`src/rtl/heat_power_sequencer.sv`:
```
// Cook timer with IDLE/RUN/PAUSE/DONE sequencing and a one-second prescaler.
// Define HEAT_DUTY_EN to duty-cycle the magnetron over 10 s windows by heat level.
module heat_power_sequencer #(
  parameter int unsigned TICK_DIV = 50000000
) (
  input  logic        clock,
  input  logic        resetn,
  input  logic        load_time,
  input  logic [15:0] time_in,
  input  logic        load_level,
  input  logic [1:0]  level_in,
  input  logic        run,
  input  logic        clear,
  output logic        magnetron_on,
  output logic [15:0] time_left,
  output logic [1:0]  level_out,
  output logic        done_count,
  output logic        busy
);

  localparam int unsigned PW = (TICK_DIV > 1) ? $clog2(TICK_DIV) : 1;
  localparam logic [PW-1:0] PRESC_MAX = PW'(TICK_DIV - 1);

  typedef enum logic [1:0] {
    S_IDLE  = 2'd0,
    S_RUN   = 2'd1,
    S_PAUSE = 2'd2,
    S_DONE  = 2'd3
  } state_t;

  state_t      r_state;
  state_t      w_next_state;
  logic [15:0] r_time_left;
  logic [1:0]  r_level;
  logic [PW-1:0] r_presc;
  logic        w_advance;
  logic        w_tick;
  logic        w_load_ok;

  // The prescaler only moves while actually running; dropping run freezes it mid-second.
  assign w_advance = (r_state == S_RUN) && run && !clear;
  assign w_tick    = w_advance && (r_presc == PRESC_MAX);
  assign w_load_ok = load_time && ((r_state == S_IDLE) || (r_state == S_DONE));

  // NOTE: sequential state uses non-blocking assignments so every register samples pre-edge values.
  always_ff @(posedge clock or negedge resetn) begin
    if (!resetn) r_state <= S_IDLE;
    else         r_state <= w_next_state;
  end

  // NOTE: default assignment first so no path leaves w_next_state unassigned (no latch).
  always_comb begin
    w_next_state = r_state;
    if (clear) begin
      w_next_state = S_IDLE;
    end else begin
      case (r_state)
        S_IDLE: begin
          // A same-cycle load wins; run is re-evaluated against the new time next cycle.
          if (load_time)  w_next_state = S_IDLE;
          else if (run)   w_next_state = (r_time_left != '0) ? S_RUN : S_DONE;
        end
        S_RUN: begin
          if (!run)                                  w_next_state = S_PAUSE;
          else if (w_tick && r_time_left == 16'd1)   w_next_state = S_DONE;
        end
        S_PAUSE: begin
          if (run) w_next_state = S_RUN;
        end
        S_DONE: begin
          if (load_time) w_next_state = S_IDLE;
        end
        default: w_next_state = S_IDLE;
      endcase
    end
  end

  always_ff @(posedge clock or negedge resetn) begin
    if (!resetn) begin
      r_time_left <= '0;
      r_level     <= '0;
      r_presc     <= '0;
    end else if (clear) begin
      r_time_left <= '0;
      r_presc     <= '0;
    end else begin
      if (load_level) r_level <= level_in;
      if (w_load_ok)  r_time_left <= time_in;
      if (w_advance) begin
        if (w_tick) begin
          r_presc <= '0;
          if (r_time_left != '0) r_time_left <= r_time_left - 16'd1;
        end else begin
          r_presc <= r_presc + 1'b1;
        end
      end
    end
  end

`ifdef HEAT_DUTY_EN
  logic [3:0] r_phase;
  logic [3:0] w_on_secs;

  always_ff @(posedge clock or negedge resetn) begin
    if (!resetn)                   r_phase <= '0;
    else if (clear)                r_phase <= '0;
    else if (w_tick)               r_phase <= (r_phase == 4'd9) ? 4'd0 : r_phase + 4'd1;
  end

  // Seconds of magnetron-on per 10 s window, by heat level.
  always_comb begin
    case (r_level)
      2'b11:   w_on_secs = 4'd10;
      2'b10:   w_on_secs = 4'd7;
      2'b01:   w_on_secs = 4'd5;
      default: w_on_secs = 4'd3;
    endcase
  end

  always_comb begin
    magnetron_on = (r_state == S_RUN) && (r_phase < w_on_secs);
    busy         = (r_state == S_RUN) || (r_state == S_PAUSE);
    done_count   = (r_state == S_DONE);
  end
`else
  always_comb begin
    magnetron_on = (r_state == S_RUN);
    busy         = (r_state == S_RUN) || (r_state == S_PAUSE);
    done_count   = (r_state == S_DONE);
  end
`endif

  assign time_left = r_time_left;
  assign level_out = r_level;

endmodule

```
`config.mk`:
```
export PLATFORM = sky130hd
export DESIGN_NAME = heat_power_sequencer
export DESIGN_NICKNAME = d
export VERILOG_FILES = /design/src/rtl/heat_power_sequencer.sv
export SDC_FILE = /design/constraint.sdc
export NUM_CORES = 1
export LEC_CHECK = 0
export ABC_CLOCK_PERIOD_IN_PS = 6700
export BUFFER_PORTS_ARGS = -buffer_cell sky130_fd_sc_hd__buf_4
export CAP_MARGIN = 20
export CORE_MARGIN = 2
export CORE_UTILIZATION = 62
export DETAILED_ROUTE_END_ITERATION = 8
export PLACE_DENSITY = 0.86
export SLEW_MARGIN = 20
export SYNTH_ARGS = -nofsm -noshare
export SYNTH_HDL_FRONTEND = slang
export SYNTH_SLANG_ARGS = --single-unit
```
`constraint.sdc`:
```
create_clock -name clock -period 6.7 [get_ports clock]
set_input_delay 0.335 -clock clock [delete_from_list [all_inputs] [get_ports clock]]
set_output_delay 0.335 -clock clock [all_outputs]
set_load 0.03 [all_outputs]
```
After elaboration in Yosys (flattened, before gate mapping)
Index checks and enable logic that the tools add are counted.

operators by class
  $add $sub $neg = 2
  equal/unequal tests = 9
  multiplexer cells = 17
  bitwise logic cells = 1
  reduce and logical (&&, ||, !) cells = 13

operators by type and width
  cell                     count
  $mux W16                 5
  $mux W26                 3
  $add A26 B1 Y26 const B  1
  $eq A26 B26 Y1 const B   1
  $eq A16 B1 Y1 const B    1
  $mux W2                  8
  $reduce_bool A16 Y1      1
  $sub A16 B1 Y16 const B  1
  $pmux W2 S4              1
  $ne A3 B3 Y1 const B     2
  $logic_and A1 B1 Y1      5
  $eq A2 B2 Y1 const B     2
  $ne A4 B3 Y1 const B     1
  $ne A4 B4 Y1 const B     1
  $reduce_and A4 Y1        1
  $eq A2 B1 Y1 const B     1
  $logic_not A2 Y1         1
  $logic_or A1 B1 Y1       2
  $reduce_and A2 Y1        1
  $reduce_bool A2 Y1       1
  $logic_not A1 Y1         1
  $not A1 Y1               1

word-level totals
  register bits = 46
  output and inout port bits = 21
  word-level logic and storage cells = 46

Logic depth before layout (Yosys ltp)
  word-level depth = 9
  depth in mapped cells = 8
  depth with buffers taken out = 7

Worst setup path after synthesis
OpenSTA, ideal clock, no wires.

  kind = register -> register
  start = reg r_state[1]
  end = reg r_presc[25]
  arrival time = 2275 ps
  required time = 6621 ps
  setup slack = 4346 ps
  stages on the path, launching flop included = 9
  period minus slack after synthesis = 2354 ps
  path through = dfrtp_1 inv_1 ha_1 nand2_1 nor2_1 a21boi_1 clkbuf_1 nand4_1 mux2i_1

between the ends
  longest elaborated chain between the ends = 7
  elaborated cells between the ends (all ways) = 8
  classes of those cells = 1 x eq/ne; 3 x mux; 4 x reduce/logical

RTL lines
  item                                 line  source
  start, declared                      31    state_t r_state;
  start signal, assigned               48    else r_state <= w_next_state;
  $eq A2 B1 Y1 *                       -
  named net magnetron_on               14    output logic magnetron_on,
  $logic_and A1 B1 Y1 * (2 in series)  41    assign w_advance = (r_state == S_RUN) && run && !clear;
  $logic_and A1 B1 Y1                  42    assign w_tick = w_advance && (r_presc == PRESC_MAX);
  $mux W26                             90    if (w_tick) begin
  $mux W26                             89    if (w_advance) begin
  $mux W26                             83    end else if (clear) begin
  end signal, assigned                 94    r_presc <= r_presc + 1'b1;
  end, declared                        35    logic [PW-1:0] r_presc;

The timed path passes the listed nets; every way through them passes the cells marked *. The select of a mux whose other input is x is not followed.
A chain may end at the register's enable or synchronous reset.

Final worst setup path
  start = reg r_presc[9]
  end = reg r_time_left[8] (netlist: time_left[8])

between the ends
  longest elaborated chain between the ends = 5

RTL lines
  item                  line  source
  $eq A26 B26 Y1        42
  $logic_and A1 B1 Y1   42
  $mux W16              90
  $mux W16              89
  $mux W16              83
  end signal, assigned  88    if (w_load_ok) r_time_left <= time_in;
  end signal, assigned  92    if (r_time_left != '0) r_time_left <= r_time_left - 16'd1;
  end, declared         33    logic [15:0] r_time_left;

Every way passes these cells.

==> impl_metrics.prom <==
# TYPE chip_impl_metric gauge
chip_impl_info{name="hold_class",value="primary input to async pin"} 1
chip_impl_metric{name="routedWlPerCell",unit="um"} 15.7
chip_impl_info{name="critical_path_launch_point_type",value="register"} 1
chip_impl_metric{name="syn_nets",unit=""} 358
chip_impl_metric{name="critical_path_peak_fanout",unit=""} 14
chip_impl_metric{name="synth_area",unit="sq um"} 2960
chip_impl_metric{name="grt_pass1_wl",unit="mm"} 11.3
chip_impl_metric{name="detailedRoute.firstPassIterationCount",unit=""} 4
chip_impl_metric{name="cts_sinks",unit=""} 46
chip_impl_metric{name="drt_drc_violations_left",unit=""} 0
chip_impl_metric{name="yosys_warnings",unit=""} 0
chip_impl_info{name="rsz_0062_raised_after_global_routing",value="false"} 1
chip_impl_metric{name="worstSkewPairLatency",unit="ns"} 0.30
chip_impl_info{name="most-common-layout-cells",value="46 x sky130_fd_sc_hd__buf_4, 46 x sky130_fd_sc_hd__dfrtp_1, 28 x sky130_fd_sc_hd__nand2_1"} 1
chip_impl_metric{name="timing.final.max_slew_violations",unit=""} 0
chip_impl_metric{name="die_w",unit="um"} 73.1
chip_impl_metric{name="ys_ff_latch",unit=""} 46
chip_impl_metric{name="synth-edff-count",unit=""} 0
chip_impl_metric{name="floorplan.initialDensity",unit="%"} 63.4
chip_impl_info{name="cts_root_buffer",value="sky130_fd_sc_hd__clkbuf_8"} 1
chip_impl_metric{name="setup_fix_buffers_added_after_clock_tree_synthesis",unit=""} 0
chip_impl_metric{name="synthDominantCellAreaShare",unit="%"} 38.9
chip_impl_metric{name="gr-usage-all-layers",unit="%"} 26.8
chip_impl_metric{name="tns",unit="ns"} 0
chip_impl_metric{name="setup-violations-final",unit=""} 0
chip_impl_metric{name="vdd.ir_drop.worst",unit="V"} 0.000134
chip_impl_metric{name="critical_path_required",unit="ns"} 6.87
chip_impl_metric{name="largest_net_degree_at_the_start_of_global_routing",unit=""} 47
chip_impl_metric{name="holdBufCountCts",unit=""} 0
chip_impl_metric{name="static_leak",unit="nW"} 1.48
chip_impl_info{name="critical_path_end_type",value="register"} 1
chip_impl_metric{name="portBuffers",unit=""} 44
chip_impl_metric{name="finalCritPeriodShare",unit="%"} 40.5
chip_impl_metric{name="syn-instance-count",unit=""} 325
chip_impl_metric{name="post_synth_num_cell_types",unit=""} 51
chip_impl_metric{name="powerDensity",unit="nW/um^2"} 231
chip_impl_info{name="synth-main-ff-cell",value="sky130_fd_sc_hd__dfrtp_1"} 1
chip_impl_metric{name="post_synth.cell_area_avg",unit="sq um"} 9.10
chip_impl_metric{name="die_y",unit="um"} 73.1
chip_impl_metric{name="h-tree-depth",unit=""} 2
chip_impl_metric{name="fill_cells",unit=""} 344
chip_impl_metric{name="worst_hold_slack",unit="ns"} 0.0216
chip_impl_metric{name="number_of_global_route_vias_before_repair",unit=""} 2565
chip_impl_metric{name="routabilityCongestion",unit=""} 0.911
chip_impl_metric{name="relSlewSlack",unit="%"} 29.0
chip_impl_metric{name="design.die.area",unit="sq um"} 5340
chip_impl_metric{name="placeableCoreArea",unit="sq um"} 4660
chip_impl_metric{name="clock_skew",unit="ns"} 0.00653
chip_impl_metric{name="nets",unit=""} 401
chip_impl_info{name="cell_type_with_the_largest_total_area_after_synthesis",value="sky130_fd_sc_hd__dfrtp_1"} 1
chip_impl_metric{name="tightestPinTransition",unit="ns"} 1.06
chip_impl_metric{name="clock_tree.buffer_depth",unit=""} 2
chip_impl_metric{name="via_count",unit=""} 2604
chip_impl_metric{name="antenna_cells_inserted",unit=""} 0
chip_impl_info{name="critical_path_class",value="register to register"} 1
chip_impl_metric{name="vias_per_cell",unit=""} 6.17
chip_impl_metric{name="regToRegSetupSlack",unit="ns"} 3.98
chip_impl_metric{name="ctsResizeCount",unit=""} 0
chip_impl_metric{name="tritoncts.num_buffers",unit=""} 5
chip_impl_metric{name="ant_nets",unit=""} 0
chip_impl_metric{name="drive_above_1_share",unit="%"} 18.8
chip_impl_metric{name="fp-row-count",unit=""} 25
chip_impl_metric{name="async_reset_ff_share",unit="%"} 100
chip_impl_metric{name="clock_input_transition_at_the_sequential_cells_of_the_worst_setup_and_hold_paths",unit="ns"} 0.09
chip_impl_metric{name="hpwlAfterDp",unit="mm"} 4.75
chip_impl_metric{name="ioPinCount",unit=""} 45
chip_impl_metric{name="postRouteWirelength",unit="mm"} 6.64
chip_impl_metric{name="timing.final.hold_violations",unit=""} 0
chip_impl_metric{name="timing.critical_path.arrival",unit="ns"} 2.89
chip_impl_metric{name="initial_antenna_violation_count",unit=""} 0
chip_impl_metric{name="drt-initial-drc-count",unit=""} 214
chip_impl_info{name="run_status",value="completed"} 1
chip_impl_metric{name="overflow",unit=""} 0
chip_impl_info{name="netlist_top_cells_area",value="sky130_fd_sc_hd__dfrtp_1 39%, sky130_fd_sc_hd__mux2i_1 6.8%, sky130_fd_sc_hd__nand3_1 4.2%"} 1
chip_impl_metric{name="area_delta_synth_final",unit="%"} 16.3
chip_impl_metric{name="fmaxAchievable",unit="MHz"} 368
chip_impl_metric{name="timing.max_cap.violations",unit=""} 0
chip_impl_metric{name="timing.final.crit_period",unit="ns"} 2.72
chip_impl_info{name="cts_tree",value="built"} 1
chip_impl_metric{name="synth_seq_area_share",unit="%"} 38.9
routing by layer:
| layer | GRT usage, % | wire, um | vias to the layer above |
|---|---|---|---|
| met5 | 0 | 0 | - |
| met4 | 9.05 | 92 | 0 |
| met3 | 4.56 | 373 | 11 |
| met2 | 46.2 | 3330 | 92 |
| met1 | 34.0 | 2850 | 1220 |
| li1 | - | - | 1281 |
where the power goes:
part | internal (W) | switching (W)
clock | 0.000119 | 0.0000931
combinational | 0.000109 | 0.000154
sequential | 0.000295 | 0.0000236
kinds of logic (layout without fill, tap and decap cells):
group / Yosys count / in the layout / share of synthesized area (%)
flip-flops: 46 / 46 / 38.9
XOR/XNOR: 19 / 19 / 5.63
AO/OA/AOI/OAI: 68 / 68 / 14.6
multiplexers: 24 / 24 / 8.29
adder cells (fa/ha/maj): 9 / 9 / 3.81
buffers and inverters: 25 / 68 / 3.51
AND/OR/NAND/NOR: 134 / 134 / 25.2
stage by stage:
stage,instance area (sq um),total power (W),worst slack (ns),std cells,util (%)
floorplan,2960,0.000508,4.35,325,-
detailed placement,3330,0.000586,4.02,415,71.4
CTS,3440,0.000797,4.02,422,73.8
global route,3440,0.000834,3.73,422,73.8
global placement,3330,0.000580,4.12,415,71.4
finish,3440,0.000794,3.98,422,73.8
final timing paths:
check                                         from                  endpoint  cells past startpoint
min reg2reg                r_presc[25]$_DFFE_PN0P_   r_presc[25]$_DFFE_PN0P_                      1
min                                         resetn   time_left[14]$_DFF_PN0_                      1
max in group asynchronous                   resetn   r_presc[17]$_DFFE_PN0P_                      1
max reg2reg                 r_presc[9]$_DFFE_PN0P_    time_left[8]$_DFF_PN0_                      5
min in group clock                     level_in[1]  level_out[1]$_DFFE_PN0P_                      2
max                         r_presc[9]$_DFFE_PN0P_    time_left[8]$_DFF_PN0_                      5
cell usage after synthesis, types with 9 or more instances:
library cell,number
sky130_fd_sc_hd__nand4_1,15
sky130_fd_sc_hd__o21ai_0,19
sky130_fd_sc_hd__nand2_1,28
sky130_fd_sc_hd__mux2i_1,20
sky130_fd_sc_hd__nand3_1,25
sky130_fd_sc_hd__xor2_1,12
sky130_fd_sc_hd__inv_1,15
sky130_fd_sc_hd__ha_1,9
sky130_fd_sc_hd__dfrtp_1,46
sky130_fd_sc_hd__nor2_1,16
sky130_fd_sc_hd__nor3_1,9
sky130_fd_sc_hd__o22ai_1,11
sky130_fd_sc_hd__a21oi_1,14
sequential cells by signal, summed over array words and instances, names as in the netlist:
name       count
r_presc       26
time_left     16
level_out      2
r_state        2
critical path, stage by stage, from the launching register on:
cell,delay [ns]
sky130_fd_sc_hd__dfrtp_1,0.45
sky130_fd_sc_hd__or4_1,0.56
sky130_fd_sc_hd__nor4_2,0.41
sky130_fd_sc_hd__nand4_1,0.54
sky130_fd_sc_hd__nand2b_1,0.47
sky130_fd_sc_hd__o22ai_1,0.15
cell type report:
cell class              instances  area [sq um]  area share [%]
well taps                      54          67.6            1.96
multi-input cells             254          1710            49.6
clock buffers                   6          82.6            2.40
inverters                      15          56.3            1.64
flip-flops and latches         46          1150            33.5
repair buffers                 46           345            10.0
clock inverters                 1          30.0           0.873
(Power assumes the default switching activity.)
